`src/rtl/ucq_multi.sv`:
```
// ucq_multi: multi-lane unit-clause queue with dedup and conflict detection.
// FWFT head, all-or-nothing multi-lane push, sticky conflict/overflow flags.
module ucq_multi #(
    parameter int LIT_W = 8,
    parameter int DEPTH = 16,
    parameter int NPUSH = 2
) (
    input  logic                     clk,
    input  logic                     rst,
    input  logic [NPUSH-1:0]         push_vld,
    input  logic [NPUSH*LIT_W-1:0]   push_lit,
    output logic                     push_rdy,
    input  logic                     pop,
    output logic [LIT_W-1:0]         pop_lit,
    output logic                     empty,
    output logic                     full,
    output logic [$clog2(DEPTH):0]   count,
    input  logic                     flush,
    output logic                     conflict,
    output logic                     ovf
);

    localparam int AW = $clog2(DEPTH);
    localparam int CW = AW + 1;

    logic [LIT_W-1:0] mem [DEPTH];
    logic [DEPTH-1:0] vld;
    logic [AW-1:0]    head;
    logic [AW-1:0]    tail;
    logic [CW-1:0]    cnt;
    logic             cflt_q;
    logic             ovf_q;

    logic [LIT_W-1:0] lit [NPUSH];
    logic [AW-1:0]    slot [NPUSH];
    logic [NPUSH-1:0] acc;
    logic [CW-1:0]    n_acc;
    logic             cflt_hit;
    logic             hit;
    logic             cmp;
    logic             dup;
    logic             do_pop;
    logic             push_cyc;

    assign count    = cnt;
    assign empty    = (cnt == '0);
    assign full     = (cnt == CW'(DEPTH));
    assign push_rdy = (cnt <= CW'(DEPTH - NPUSH));
    assign pop_lit  = empty ? '0 : mem[head];
    assign conflict = cflt_q;
    assign ovf      = ovf_q;
    assign do_pop   = pop & ~empty;
    assign push_cyc = |push_vld;

    // Lanes resolved in index order; accepted lanes pack contiguously at tail.
    always_comb begin
        acc      = '0;
        n_acc    = '0;
        cflt_hit = 1'b0;
        hit      = 1'b0;
        cmp      = 1'b0;
        dup      = 1'b0;
        for (int i = 0; i < NPUSH; i++) begin
            lit[i]  = push_lit[i*LIT_W +: LIT_W];
            slot[i] = '0;
        end
        for (int i = 0; i < NPUSH; i++) begin
            hit = 1'b0;
            cmp = 1'b0;
            dup = 1'b0;
            for (int e = 0; e < DEPTH; e++) begin
                if (vld[e] && mem[e] == lit[i])
                    hit = 1'b1;
                if (vld[e] && mem[e] == (lit[i] ^ LIT_W'(1)))
                    cmp = 1'b1;
            end
            for (int j = 0; j < NPUSH; j++) begin
                if (j < i && acc[j] && lit[j] == lit[i])
                    dup = 1'b1;
                if (j != i && push_vld[j] && lit[j] == (lit[i] ^ LIT_W'(1)))
                    cmp = 1'b1;
            end
            if (push_vld[i] && push_rdy) begin
                if (cmp)
                    cflt_hit = 1'b1;
                if (!hit && !dup) begin
                    acc[i]  = 1'b1;
                    slot[i] = tail + n_acc[AW-1:0];
                    n_acc   = n_acc + CW'(1);
                end
            end
        end
    end

    always_ff @(posedge clk or negedge rst) begin
        if (!rst) begin
            head   <= '0;
            tail   <= '0;
            cnt    <= '0;
            vld    <= '0;
            cflt_q <= 1'b0;
            ovf_q  <= 1'b0;
            for (int e = 0; e < DEPTH; e++)
                mem[e] <= '0;
        end else if (flush) begin
            head   <= '0;
            tail   <= '0;
            cnt    <= '0;
            vld    <= '0;
            cflt_q <= 1'b0;
            ovf_q  <= 1'b0;
        end else begin
            if (do_pop) begin
                vld[head] <= 1'b0;
                head      <= head + AW'(1);
            end
            for (int i = 0; i < NPUSH; i++) begin
                if (acc[i]) begin
                    mem[slot[i]] <= lit[i];
                    vld[slot[i]] <= 1'b1;
                end
            end
            tail <= tail + n_acc[AW-1:0];
            cnt  <= cnt + n_acc - CW'(do_pop);
            if (cflt_hit)
                cflt_q <= 1'b1;
            if (push_cyc && !push_rdy)
                ovf_q <= 1'b1;
        end
    end

endmodule

```
`config.mk`:
```
export PLATFORM = sky130hd
export DESIGN_NAME = ucq_multi
export DESIGN_NICKNAME = d
export VERILOG_FILES = /design/src/rtl/ucq_multi.sv
export SDC_FILE = /design/constraint.sdc
export NUM_CORES = 1
export LEC_CHECK = 0
export ABC_AREA = 1
export CAP_MARGIN = 20
export CORE_MARGIN = 2
export CORE_UTILIZATION = 59
export CTS_BUF_LIST = sky130_fd_sc_hd__clkbuf_8
export CTS_CLUSTER_DIAMETER = 60
export DETAILED_ROUTE_END_ITERATION = 10
export PLACE_DENSITY = 0.82
export SLEW_MARGIN = 20
export SYNTH_ARGS = -nofsm -noshare
export SYNTH_HDL_FRONTEND = slang
export SYNTH_SLANG_ARGS = --single-unit
```
`constraint.sdc`:
```
create_clock -name clk -period 3.3 [get_ports clk]
set_input_delay 0.99 -clock clk [delete_from_list [all_inputs] [get_ports clk]]
set_output_delay 0.99 -clock clk [all_outputs]
set_load 0.005 [all_outputs]
```
==> metrics, run 1 <==
result of the run aborted with a tool error; Failed at global routing (5_1_grt); First Err [ERROR GRT-0232] Routing congestion too high. Check the congestion heatmap in the GUI.; number of top-level pins 40; CTS Buf Count 17; number of rows created at floorplan 60; number of nets in the synthesized netlist ~2,700; per-instance average area after synthesis 5.95 um^2; last reported worst endpoint of the global-route repair pass count[4]$_DFF_PN0_/D; number of buffers inserted for hold repair after clock tree synthesis 0; largest net degree at the start of global routing 152; input/output buffers 39; die width 169 um; synthesized netlist cell count roughly 2,700; overflow left after global routing 7; HPWL after DPL 54.4 mm; worst endpoint type register input; placer congestion estimate 1.11; top post-synthesis cells by area sky130_fd_sc_hd__nand2_1 (26%), sky130_fd_sc_hd__dfrtp_1 (25%), sky130_fd_sc_hd__nand3_1 (13%), sky130_fd_sc_hd__xnor2_1 (4.4%), sky130_fd_sc_hd__inv_1 (4.3%); pre-CTS setup slack -1.78 ns; overall track demand over capacity in global routing 72.6%; count of state elements after synthesis 159; Yosys warning count 0; CTS root buf sky130_fd_sc_hd__clkbuf_8; sequential-to-total area share from yosys stat 24.9%; die height 169 um; number of sinks on the clock net 159; share of the synthesized area in the top cell type 26.1%; unique cell type count in the Yosys netlist 46; buffers from clock root to sink, at most 2; post-place instance area 20,100 um^2; leading area contributor after synthesis sky130_fd_sc_hd__nand2_1; synthesized cell area 16,000 um^2; CTS H-tree depth 4; Starting Density 59.6%
-- through the flow --
stage / hold WS (ns) / cells
after floorplan: 0.485 / 2684
after global placement: 0.478 / 3378
after detailed placement: 0.483 / 3378
after CTS: 0.499 / 3485
-- cell families after synthesis --
logic type | synth area share [%]
and+or+nand+nor | 48.7
buffers and inverters | 10.8
AOI/OAI and AO/OA | 8.35
DFF | 24.9
xor gates and xnor gates | 5.54
adders and majority gates | 1.66
-- cells in the mapped netlist (all sizes together) --
library cell	number
xor2	20
dfrtp	159
nor3	8
o21a	1
nand3b	1
nor2	127
fa	2
inv	200
nor3b	2
a21oi	86
xnor2	81
a41oi	8
nand2	1133
buf	104
o22ai	6
clkbuf	69
nand4	79
nand3	426
a211oi	1
a31oi	16
o31ai	3
ha	18
o2111ai	1
clkinv	1
o21ai	123
or2	1
nor4	5
o211ai	3
-- per-layer routing --
layer	track usage [%]	GRT overflow
met5	17.0	0
met2	89.0	4
met4	62.3	3
met1	78.6	0
met3	55.7	0
-- repair_timing --
action | CTS
hold endpoints to repair | 0
buffers inserted | 54
endpoints found under the setup margin | 161
pin swaps | 228
resized for setup | 531
cloned | 26
==> run 2, diff against run 1 <==
--- a/config.mk
+++ b/config.mk
@@ -8,11 +8,9 @@
 export ABC_AREA = 1
 export CAP_MARGIN = 20
 export CORE_MARGIN = 2
-export CORE_UTILIZATION = 59
-export CTS_BUF_LIST = sky130_fd_sc_hd__clkbuf_8
-export CTS_CLUSTER_DIAMETER = 60
+export CORE_UTILIZATION = 40
 export DETAILED_ROUTE_END_ITERATION = 10
-export PLACE_DENSITY = 0.82
+export PLACE_DENSITY_LB_ADDON = 0.15
 export SLEW_MARGIN = 20
 export SYNTH_ARGS = -nofsm -noshare
 export SYNTH_HDL_FRONTEND = slang
==> constraint.sdc (replaced) <==
create_clock -name clk -period 4.3 [get_ports clk]
set_input_delay 1.29 -clock clk [delete_from_list [all_inputs] [get_ports clk]]
set_output_delay 1.29 -clock clk [all_outputs]
set_load 0.005 [all_outputs]
==> run 2 against run 1 <==
Effect of this change:
- the flow now finishes without violations
- synthesized area is the same
- synthesized cell count is the same
==> metrics, run 2 <==
number of flip-flops in the largest register 128; placer congestion estimate 1.04 (was 1.11); number of antenna violations at the first check in global routing 1; gate family responsible for the most delay along the worst path adder cells; internal reg-to-reg setup slack 0.56 ns; Req. time, crit path 4.66 ns; total stage count of the critical path 26; clock tree from TritonCTS yes; sum of routed wire length over all layers 82.2 mm; global-route wire length before repair 121 mm; die height 204 um (was 169 um); number of sinks on the clock net 159 (unchanged); nets@finish 2,987; Worst R2R Start count[4]; element type at the critical path end flop; part of the total power dissipated in the clock network between 10% and 20%; DRC violation total after the first TritonRoute iteration between 2,000 and 2,500; register clock-pin slew on the reported worst setup and hold paths ~0.060 ns; unique cell type count in the Yosys netlist 46 (unchanged); maximum vdd drop 0.421 mV; Syn-to-layout area delta 31.1%; timing-limited maximum frequency 236 MHz; CTS root buf sky130_fd_sc_hd__clkbuf_16 (was sky130_fd_sc_hd__clkbuf_8); synthesized netlist cell count 2,684 (unchanged); overflow left after global routing 0; Final period util 98.3%; overall track demand over capacity in global routing 39.8%; input/output buffers 39 (unchanged); worst relative slew slack 45.2%; Switch Pwr between 4 and 5 mW; number of hold violations in the final report 0; reg2reg path depth 28; Yosys warning count 0 (unchanged); top library cells by usage in the layout, fill and taps aside sky130_fd_sc_hd__nand2_1 (1,086), sky130_fd_sc_hd__nand3_1 (410), sky130_fd_sc_hd__buf_4 (295), sky130_fd_sc_hd__inv_1 (175), sky130_fd_sc_hd__dfrtp_1 (158); remaining antenna violation count after routing 0; GR Util met3 7.81%; max-slew violation count 0; number of enable-type register cells in the synthesized netlist 0 (unchanged); final setup violation count 0; CTS Buf Count 17 (unchanged); Reg power frac between 20% and 30%; slowest CP cell sky130_fd_sc_hd__fa_2; HPWL after DPL 59.2 mm (was 54.4 mm); Biggest register mem; Diodes inserted 0; Avg Vias per Cell 5.75; timing endpoint of the critical path count[4]; top post-synthesis cells by area sky130_fd_sc_hd__nand2_1 (26%), sky130_fd_sc_hd__dfrtp_1 (25%), sky130_fd_sc_hd__nand3_1 (13%), sky130_fd_sc_hd__xnor2_1 (4.4%), sky130_fd_sc_hd__inv_1 (4.3%) (unchanged); GR Layer Usage met1 53.7%; static leakage 10.7 nW; crit-path most repeated cell sky130_fd_sc_hd__nor2_1; die area about 42,000 um^2; grt met2 use 59.6%; per-instance average area after synthesis 5.95 um^2 (unchanged); total power divided by cell area 457 nW/um^2; Floorplan Core Area 39,500 um^2; count of state elements after synthesis 159 (unchanged); Crit path buffers/inverters 9; maximum clock skew at final layout 0.0137 ns; most common cell after layout, fill and taps aside sky130_fd_sc_hd__nand2_1; sequential-to-total area share from yosys stat 24.9% (unchanged); Most used DFF post-synth sky130_fd_sc_hd__dfrtp_1 (unchanged); pre-CTS setup slack -1.16 ns (was -1.78 ns); drt drc 0; largest net degree at the start of global routing 151; share of flip-flops with an asynchronous set or reset after synthesis 100% (unchanged); die width 204 um (was 169 um); final core utilization between 50% and 60%; buffers from clock root to sink, at most 2 (unchanged); ratio of cells with drive above 1 in the final layout 20.1%; busiest metal layer after global routing met2; result of the run finished clean (was aborted with a tool error); data arrival time of the critical path 4.59 ns; number of rows created at floorplan 73 (was 60); combinational cell fraction of total power 55.8%; vias post-DR 20,000; via count of the first global-routing pass 18,800; share of the synthesized area in the top cell type 26.1% (unchanged); leading area contributor after synthesis sky130_fd_sc_hd__nand2_1 (unchanged); RSZ-0062 raised after global routing true; Net Sw Frac 48.1%; slew at the pin closest to its max-slew limit 0.821 ns; synthesized cell area 16,000 um^2 (unchanged); peak per-stage delay on the critical path 0.35 ns; biggest fanout along the worst timing path 5; class of the tightest hold or removal check reg -> reg; Starting Density 40.4% (was 59.6%); number of iterations in the first detailed-routing pass 7; startpoint class of the critical path input port; Worst Setup Slack, final 0.0715 ns; number of nets in the synthesized netlist 2,726 (unchanged); maximum capacitance violations 0; Int Pwr 4.96 mW; top post-synthesis cells by count sky130_fd_sc_hd__nand2_1 (1,112), sky130_fd_sc_hd__nand3_1 (421), sky130_fd_sc_hd__inv_1 (183) (unchanged); clock network latency to the later pin of the worst-skew pair 0.51 ns; CTS H-tree depth 4 (unchanged); Final min period 4.23 ns; WL per Instance 23.6 um; CP Class in -> reg; FF-to-FF End count[4]; worst setup path start push_lit[0]; most frequent cell after synthesis sky130_fd_sc_hd__nand2_1 (unchanged); number of top-level pins 40 (unchanged)
[run 2: cells by family (layout without fill, tap and decap cells)]
logic type / Yosys count / after routing / synth area share, %
compound gates: 248 / 248 / 8.35
simple gates: 1782 / 1782 / 48.7
flops: 159 / 159 / 24.9
buf+inv: 374 / 647 / 10.8
xor+xnor: 101 / 101 / 5.54
fa+ha+maj: 20 / 20 / 1.66
[run 2: worst min path at each step]
| stage | start | endpoint | depth (start not counted) |
|---|---|---|---|
| floorplan | mem[102] | mem[102] | 2 |
| global route | ovf | ovf | 1 |
| finish | ovf | ovf | 1 |
| CTS | ovf | ovf | 1 |
| global placement | ovf | ovf | 1 |
| detailed placement | ovf | ovf | 1 |
[run 2: power by group through the flow]
stage / Clock, mW / Combinational, mW / Sequential, mW
after floorplan: 0 / 2.98 / 2.31
final: 1.64 / 5.33 / 2.59
after CTS: 1.68 / 5.14 / 2.56
after global routing: 1.72 / 5.82 / 2.64
after global placement: 0 / 4.95 / 2.58
after detailed placement: 0 / 4.97 / 2.57
[run 2: what timing repair did]
action                     4_1_cts  5_1_grt
resized for setup              168       56
buffers inserted                43       18
hold buffers                     0        0
pin swaps                       67       49
gates cloned                     5        1
setup endpoints to repair      149       97
[run 2: worst reg2reg max path, delay by kind of cell (launching register included)]
family	cells	cell delay, ns
flip-flops	1	0.37
buffers and inverters	7	0.49
adder cells (fa/ha/maj)	5	1.14
AO/OA/AOI/OAI	1	0.16
XOR/XNOR	1	0.15
AND/OR/NAND/NOR	14	1.28
[run 2: metrics by stage]
step / instances / area, um^2 / power (mW) / hold slack, ns / TNS [ns]
5_1_grt: 3482 / 20900 / 10.2 / 0.546 / -0.122
2_1_floorplan: 2684 / 16100 / 5.28 / 0.485 / -0.137
4_1_cts: 3465 / 20600 / 9.38 / 0.512 / 0
6_report: 3482 / 20900 / 9.57 / 0.506 / 0
3_5_place_dp: 3387 / 19200 / 7.55 / 0.492 / -123.63
3_3_place_gp: 3387 / 19200 / 7.53 / 0.484 / -121.13
[run 2: per-layer routing]
layer	share of wire, %	routed length (um)	vias to the layer above
met5	0	0	-
li1	-	-	9188
met1	41	34100	9390
met2	43	35100	1189
met4	5.7	4730	0
met3	10	8350	263
[run 2: area by class of cell]
cell class | instances | area [um^2]
Fill cell | 4105 | 18600
Tap cell | 525 | 657
Multi-Input combinational cell | 2151 | 10700
Clock buffer | 20 | 457
Timing Repair Buffer | 413 | 4140
Inverter | 201 | 846
Timing Repair inverter | 2 | 18.8
Clock inverter | 11 | 140
Sequential cell | 159 | 3980
Power figures use the tool's default switching activity.
